===== src/rtl/boot_loader_pkg.sv =====
// Shared types and helpers for the ROM-to-RAM boot image copier.
package boot_pkg;

  typedef enum logic [2:0] {
    IDLE,
    COPY,
    VERIFY,
    DONE,
    ERROR
  } boot_state_t;

  localparam int LANES_DEF  = 2;
  localparam int MAX_BYTE_W = 16;
  localparam int MAX_BEAT_W = 128;

  // Adds the first `lanes` bytes of a beat; the caller truncates to its byte width.
  function automatic logic [MAX_BYTE_W-1:0] beat_sum(input logic [MAX_BEAT_W-1:0] beat,
                                                     input int byte_w,
                                                     input int lanes);
    logic [MAX_BEAT_W-1:0] mask;
    logic [MAX_BYTE_W-1:0] sum;
    mask = (MAX_BEAT_W'(1) << byte_w) - MAX_BEAT_W'(1);
    sum  = '0;
    for (int k = 0; k < lanes; k++) begin
      sum = sum + MAX_BYTE_W'((beat >> (k * byte_w)) & mask);
    end
    return sum;
  endfunction

endpackage


===== src/rtl/boot_loader_beat_cmp.sv =====
// Verify-pass comparator: holds the ROM beat for one cycle so it lines up with
// the registered RAM read data.
module beat_cmp #(
  parameter int ADDR_W = 8,
  parameter int BEAT_W = 16
) (
  input  logic              clk,
  input  logic              rst,
  input  logic              issue,
  input  logic [ADDR_W-1:0] addr,
  input  logic [BEAT_W-1:0] rom_data,
  input  logic [BEAT_W-1:0] ram_rdata,
  output logic              mismatch,
  output logic [ADDR_W-1:0] mis_addr
);

  logic              valid_q;
  logic [BEAT_W-1:0] rom_q;
  logic [ADDR_W-1:0] addr_q;

  always_ff @(posedge clk or negedge rst) begin
    if (!rst) begin
      valid_q <= 1'b0;
      rom_q   <= '0;
      addr_q  <= '0;
    end else begin
      valid_q <= issue;
      rom_q   <= rom_data;
      addr_q  <= addr;
    end
  end

  assign mismatch = valid_q && (rom_q != ram_rdata);
  assign mis_addr = addr_q;

endmodule


===== src/rtl/boot_loader.sv =====
// ROM-to-RAM image copier with running byte checksum and optional readback verify.
// Owns the ROM/RAM address path while busy.
`ifndef ADDR_SIZE
`define ADDR_SIZE 16
`endif

module boot_loader
  import boot_pkg::*;
#(
  parameter  int ADDR_W = `ADDR_SIZE,
  parameter  int BYTE_W = 8,
  parameter  int LANES  = LANES_DEF,
  localparam int BEAT_W = BYTE_W * LANES
) (
  input  logic              clk,
  input  logic              rst,
  input  logic              start,
  input  logic              verify_en,
  input  logic [ADDR_W-1:0] src_base,
  input  logic [ADDR_W-1:0] dst_base,
  input  logic [ADDR_W-1:0] len,
  output logic [ADDR_W-1:0] rom_addr,
  input  logic [BEAT_W-1:0] rom_data,
  output logic [ADDR_W-1:0] ram_addr,
  output logic [BEAT_W-1:0] ram_wdata,
  output logic              ram_wr_en,
  input  logic [BEAT_W-1:0] ram_rdata,
  output logic              busy,
  output logic              done,
  output logic              error,
  output logic [ADDR_W-1:0] err_addr,
  output logic [BYTE_W-1:0] checksum
);

  localparam logic [ADDR_W-1:0] STEP = ADDR_W'(LANES);

  boot_state_t       state_q;
  logic [ADDR_W-1:0] src_q, dst_q, len_q, cnt_q;
  logic [ADDR_W-1:0] rom_addr_q, ram_addr_q, err_addr_q;
  logic              verify_q, wr_en_q, rd_q, busy_q, done_q, error_q;
  logic [BYTE_W-1:0] checksum_q;
  logic              last_beat;
  logic              mismatch;
  logic [ADDR_W-1:0] mis_addr;

  assign last_beat = (cnt_q == len_q - ADDR_W'(1));

  beat_cmp #(
    .ADDR_W(ADDR_W),
    .BEAT_W(BEAT_W)
  ) u_beat_cmp (
    .clk      (clk),
    .rst      (rst),
    .issue    (rd_q),
    .addr     (ram_addr_q),
    .rom_data (rom_data),
    .ram_rdata(ram_rdata),
    .mismatch (mismatch),
    .mis_addr (mis_addr)
  );

  always_ff @(posedge clk or negedge rst) begin
    if (!rst) begin
      state_q    <= IDLE;
      src_q      <= '0;
      dst_q      <= '0;
      len_q      <= '0;
      cnt_q      <= '0;
      verify_q   <= 1'b0;
      rom_addr_q <= '0;
      ram_addr_q <= '0;
      err_addr_q <= '0;
      wr_en_q    <= 1'b0;
      rd_q       <= 1'b0;
      busy_q     <= 1'b0;
      done_q     <= 1'b0;
      error_q    <= 1'b0;
      checksum_q <= '0;
    end else begin
      case (state_q)
        IDLE, DONE, ERROR: begin
          if (start) begin
            src_q      <= src_base;
            dst_q      <= dst_base;
            len_q      <= len;
            verify_q   <= verify_en;
            cnt_q      <= '0;
            checksum_q <= '0;
            err_addr_q <= '0;
            error_q    <= 1'b0;
            rom_addr_q <= src_base;
            ram_addr_q <= dst_base;
            if (len == '0) begin
              state_q <= DONE;
              done_q  <= 1'b1;
            end else begin
              state_q <= COPY;
              done_q  <= 1'b0;
              wr_en_q <= 1'b1;
              busy_q  <= 1'b1;
            end
          end
        end
        COPY: begin
          checksum_q <= checksum_q + BYTE_W'(beat_sum(MAX_BEAT_W'(rom_data), BYTE_W, LANES));
          if (last_beat) begin
            cnt_q   <= '0;
            wr_en_q <= 1'b0;
            if (verify_q) begin
              state_q    <= VERIFY;
              rom_addr_q <= src_q;
              ram_addr_q <= dst_q;
              rd_q       <= 1'b1;
            end else begin
              state_q <= DONE;
              busy_q  <= 1'b0;
              done_q  <= 1'b1;
            end
          end else begin
            cnt_q      <= cnt_q + ADDR_W'(1);
            rom_addr_q <= rom_addr_q + STEP;
            ram_addr_q <= ram_addr_q + STEP;
          end
        end
        VERIFY: begin
          // Compare trails issue by one cycle, so the last compare runs after rd_q drops.
          if (mismatch) begin
            state_q    <= ERROR;
            error_q    <= 1'b1;
            err_addr_q <= mis_addr;
            busy_q     <= 1'b0;
            rd_q       <= 1'b0;
          end else if (!rd_q) begin
            state_q <= DONE;
            done_q  <= 1'b1;
            busy_q  <= 1'b0;
          end else if (last_beat) begin
            rd_q <= 1'b0;
          end else begin
            cnt_q      <= cnt_q + ADDR_W'(1);
            rom_addr_q <= rom_addr_q + STEP;
            ram_addr_q <= ram_addr_q + STEP;
          end
        end
        default: state_q <= IDLE;
      endcase
    end
  end

  assign rom_addr  = rom_addr_q;
  assign ram_addr  = ram_addr_q;
  assign ram_wr_en = wr_en_q;
  assign ram_wdata = wr_en_q ? rom_data : '0;
  assign busy      = busy_q;
  assign done      = done_q;
  assign error     = error_q;
  assign err_addr  = err_addr_q;
  assign checksum  = checksum_q;

endmodule


===== config.mk =====
export PLATFORM = sky130hd
export DESIGN_NAME = boot_loader
export DESIGN_NICKNAME = d
export VERILOG_FILES = /design/src/rtl/boot_loader_pkg.sv /design/src/rtl/boot_loader_beat_cmp.sv /design/src/rtl/boot_loader.sv
export SDC_FILE = /design/constraint.sdc
export NUM_CORES = 1
export LEC_CHECK = 0
export CORE_ASPECT_RATIO = 0.8
export CORE_MARGIN = 1
export CORE_UTILIZATION = 45
export CTS_BUF_LIST = sky130_fd_sc_hd__clkbuf_16
export DETAILED_ROUTE_END_ITERATION = 6
export PLACE_DENSITY = 0.85
export SYNTH_ARGS = -nofsm -noshare
export SYNTH_HDL_FRONTEND = slang
export SYNTH_HIERARCHICAL = 1
export SYNTH_SLANG_ARGS = --single-unit

===== constraint.sdc =====
create_clock -name clk -period 3.8 [get_ports clk]
set_input_delay 0.57 -clock clk [delete_from_list [all_inputs] [get_ports clk]]
set_output_delay 0.57 -clock clk [all_outputs]
set_load 0.03 [all_outputs]

==> results of run 1 <==
## power by group through the flow
stage          logic (mW)  registers, mW  clock network [mW]
2_1_floorplan        1.67           3.24                   0
3_3_place_gp         2.99           2.97                   0
3_5_place_dp         3.10           3.00                   0
4_1_cts              3.13           2.98                1.59
5_1_grt              3.37           3.08                1.66
6_report             3.14           3.00                1.57
## synthesized netlist by cell type, types with 10 or more instances
master,n
a22o_1,26
nand2_1,59
nor2_1,41
xnor2_1,44
a31oi_1,12
and2_1,22
inv_1,13
and3_1,10
dfrtp_1,162
a21o_1,14
a22oi_1,23
nor3_1,21
o21ai_0,27
nand3_1,33
ha_1,10
nand4_1,10
a21oi_1,21
o21ai_1,11
clkbuf_1,29
mux2_2,58
## metal layers
metal | wire length, um | up-vias
met5 | 0 | -
met1 | 10100 | 3569
li1 | - | 3271
met4 | 506 | 0
met3 | 2060 | 40
met2 | 10600 | 390
## registers in the layout (all words and copies together) (netlist names)
| name | count |
|---|---|
| rd_q | 1 |
| u_beat_cmp/mis_addr | 16 |
| ram_addr | 16 |
| rom_addr | 16 |
| dst_q | 16 |
| busy | 1 |
| done | 1 |
| u_beat_cmp/rom_q | 16 |
| error | 1 |
| checksum | 8 |
| cnt_q | 16 |
| len_q | 16 |
| u_beat_cmp/valid_q | 1 |
| verify_q | 1 |
| err_addr | 16 |
| state_q | 3 |
| ram_wr_en | 1 |
| src_q | 16 |
## stage by stage
step	setup WS, ns	std cells	utilization, %
2_1_floorplan	0.298	797	-
3_3_place_gp	0.0957	1189	56.9
3_5_place_dp	0.00925	1189	56.9
5_1_grt	0.0449	1221	59.9
6_report	0.182	1221	59.9
4_1_cts	0.00167	1221	59.8
## kinds of logic after synthesis
kind of cell    count (synthesis)
simple gates                  237
compound gates                199
buf+inv                        59
xor+xnor                       52
fa+ha+maj                      18
mux                            70
flops                         162
## final timing paths
path                          start            endpoint  slack [ns]  cells after the start
max in group asynchronous       rst           src_q[15]        2.72                      2
setup reg to reg           len_q[0]         rom_addr[3]        0.18                     11
hold reg to reg                rd_q  u_beat_cmp/valid_q        0.45                      0
setup / recovery           len_q[0]         rom_addr[3]        0.18                     11
hold / removal                  rst         err_addr[5]        0.16                      1
min in group clk               rd_q  u_beat_cmp/valid_q        0.45                      0
## critical path: stages (launching register included)
cell and delay [ns]:
dfrtp_1 0.44, inv_1 0.10, ha_1 0.17, or3b_2 0.50
or4_1 0.51, nor4bb_1 0.53, o21ai_4 0.19, nor2_4 0.25
buf_4 0.27, mux2_2 0.36, nand2_1 0.08, a31oi_1 0.08
## area by class of cell
type	instances	area (um2)	area share, %
clock inverters	15	109	0.988
well taps	253	317	2.87
flip-flops and latches	162	4050	36.8
multi-input cells	576	4240	38.5
repair buffers	185	1830	16.6
inverters	13	48.8	0.443
clock buffers	17	425	3.86
## repair_timing
item                                    4_1_cts  5_1_grt
gates resized for setup                       0        4
endpoints found under the setup margin        0       23
hold buffers                                  0        0
setup buffers                                 0        0
==> flow_summary_export.csv, run 1 <==
group,metric,value,unit
die,start_util,46.6,%
sta,holdWs,0.161,ns
pwr,combPwrFrac,40.8,%
sta,skew,0.00894,ns
min_path,hold_path.class,"in2async",
pwr,internal_power,4.70,mW
synthesis,ys_seq_area_share,47.3,%
synthesis,synth.avg_cell_area,10.7,um2
grt,grt_max_degree,84,
grt,met1_usage,33.6,%
sta,relSlewSlack,47.4,%
pwr,p_clk_share,20.3,%
synthesis,synth_cell_types,73,
layout,fin_area,11000,um2
grt,grtUsageMet2,36.9,%
clock_network,clock-sinks,162,
flow_run,drv_cap,0,
clock_network,clockBufferDepth,2,
clock_network,root_buffer,"clkbuf_16",
synthesis,syn_inst,797,
drt,via_per_inst,5.95,
grt,grt-ovfl-total,0,
layout,diodes,0,
place,port_buffers,159,
clock_network,htreeDepth,4,
pwr,finalPower,7.71,mW
layout,fin_nets,1057,
setup_path,crit_type,"reg2reg",
synthesis,yosysWarnings,6,
synthesis,synth_xor_area_share,5.32,%
die,fp.dieH,125,um
die,ios,160,
sta,hold_violations,0,
clock_network,numCtsBuffers,17,
layout,final_common_cell,"dfrtp_1",
grt,antenna_found_initial,0,
grt,grt_pass1_vias,6999,
pwr,power_density,700,nW/um2
layout,drive_gt1_share,14.5,%
drt,antenna_left,0,
sta,setup-violations-final,0,
grt,grt.total_usage,24.2,%
synthesis,synth-compound-area-share,17.0,%
pwr,power_frac_seq,38.9,%
place,placed_area,10500,um2
sta,post-route-min-period,3.62,ns
pwr,total_leakage_power,4.52,nW
synthesis,syn_area,8560,um2
drt,drtPass1Iterations,7,
place,dp_hpwl,16.3,mm
pwr,p_sw_share,39.0,%
setup_path,crit_arrival,3.92,ns
die,core-area,18400,um2
drt,dr.first_iter.drc_count,728,
synthesis,synth.area.top_cells,"dfrtp_1 (47%), mux2_2 (7.6%), xnor2_1 (4.5%)",
synthesis,synthFlopType,"dfrtp_1",
clock_network,cts_tree,"yes",
synthesis,synth_top_family_by_area,"compound AO/OA/AOI/OAI gates",
die,die_w,156,um
synthesis,synthSimpleGateAreaFrac,14.4,%
clock_network,cts.clk_slew.worst_paths,0.07,ns
synthesis,synth_fa_ha_area_share,3.33,%
pwr,power.switching,3.01,mW
status,outcome,"completed",
drt,wl_per_cell,19.0,um
sta,rsz0062_at_grt,"false",
layout,num-fill-cells,1449,
sta,fin_crit_sh,95.2,%
synthesis,synth_edf_count,0,
die,num_rows,44,
die,dieArea,19600,um2
synthesis,syn_nets,899,
sta,fmax,276,MHz
grt,grt_use_met3,5.34,%
drt,postRouteWirelength,23.2,mm
drt,vias,7270,
setup_path,endpoint_kind,"register",
setup_path,cp-start-kind,"register",
layout,syn2layout_area_growth,28.7,%
synthesis,synth_seq_cells,162,
setup_path,critPathMaxFanout,11,
sta,tns,0,ns
place,globalplace.congestion,0.893,
layout,layout_common_cells,"dfrtp_1 (162), clkdlybuf4s50_1 (158), mux2_2 (58)",
synthesis,synth_top_cell_by_area,"dfrtp_1",
sta,tightest_slew,0.790,ns
grt,grt_busiest_layer,"met2",
grt,grt_first_pass_wirelength,36.8,mm
sta,maxSlewViolCount,0,
synthesis,synth_top_area_share,47.3,%
pwr,vdd_ir_drop_max,0.276,mV
setup_path,critPathRequiredTime,4.10,ns
synthesis,async_flop_share,100,%
clock_network,clk_latency,0.43,ns
drt,drc,0,
synthesis,synth.mux.area_fraction,9.16,%
Power figures use the tool's default switching activity.
==> run 2, diff against run 1 <==
--- a/config.mk
+++ b/config.mk
@@ -5,6 +5,7 @@
 export SDC_FILE = /design/constraint.sdc
 export NUM_CORES = 1
 export LEC_CHECK = 0
+export CAP_MARGIN = 20
 export CORE_ASPECT_RATIO = 0.8
 export CORE_MARGIN = 1
 export CORE_UTILIZATION = 45
==> results of run 2 <==
Final layout, timing and power as in run 1 (identical DEF).
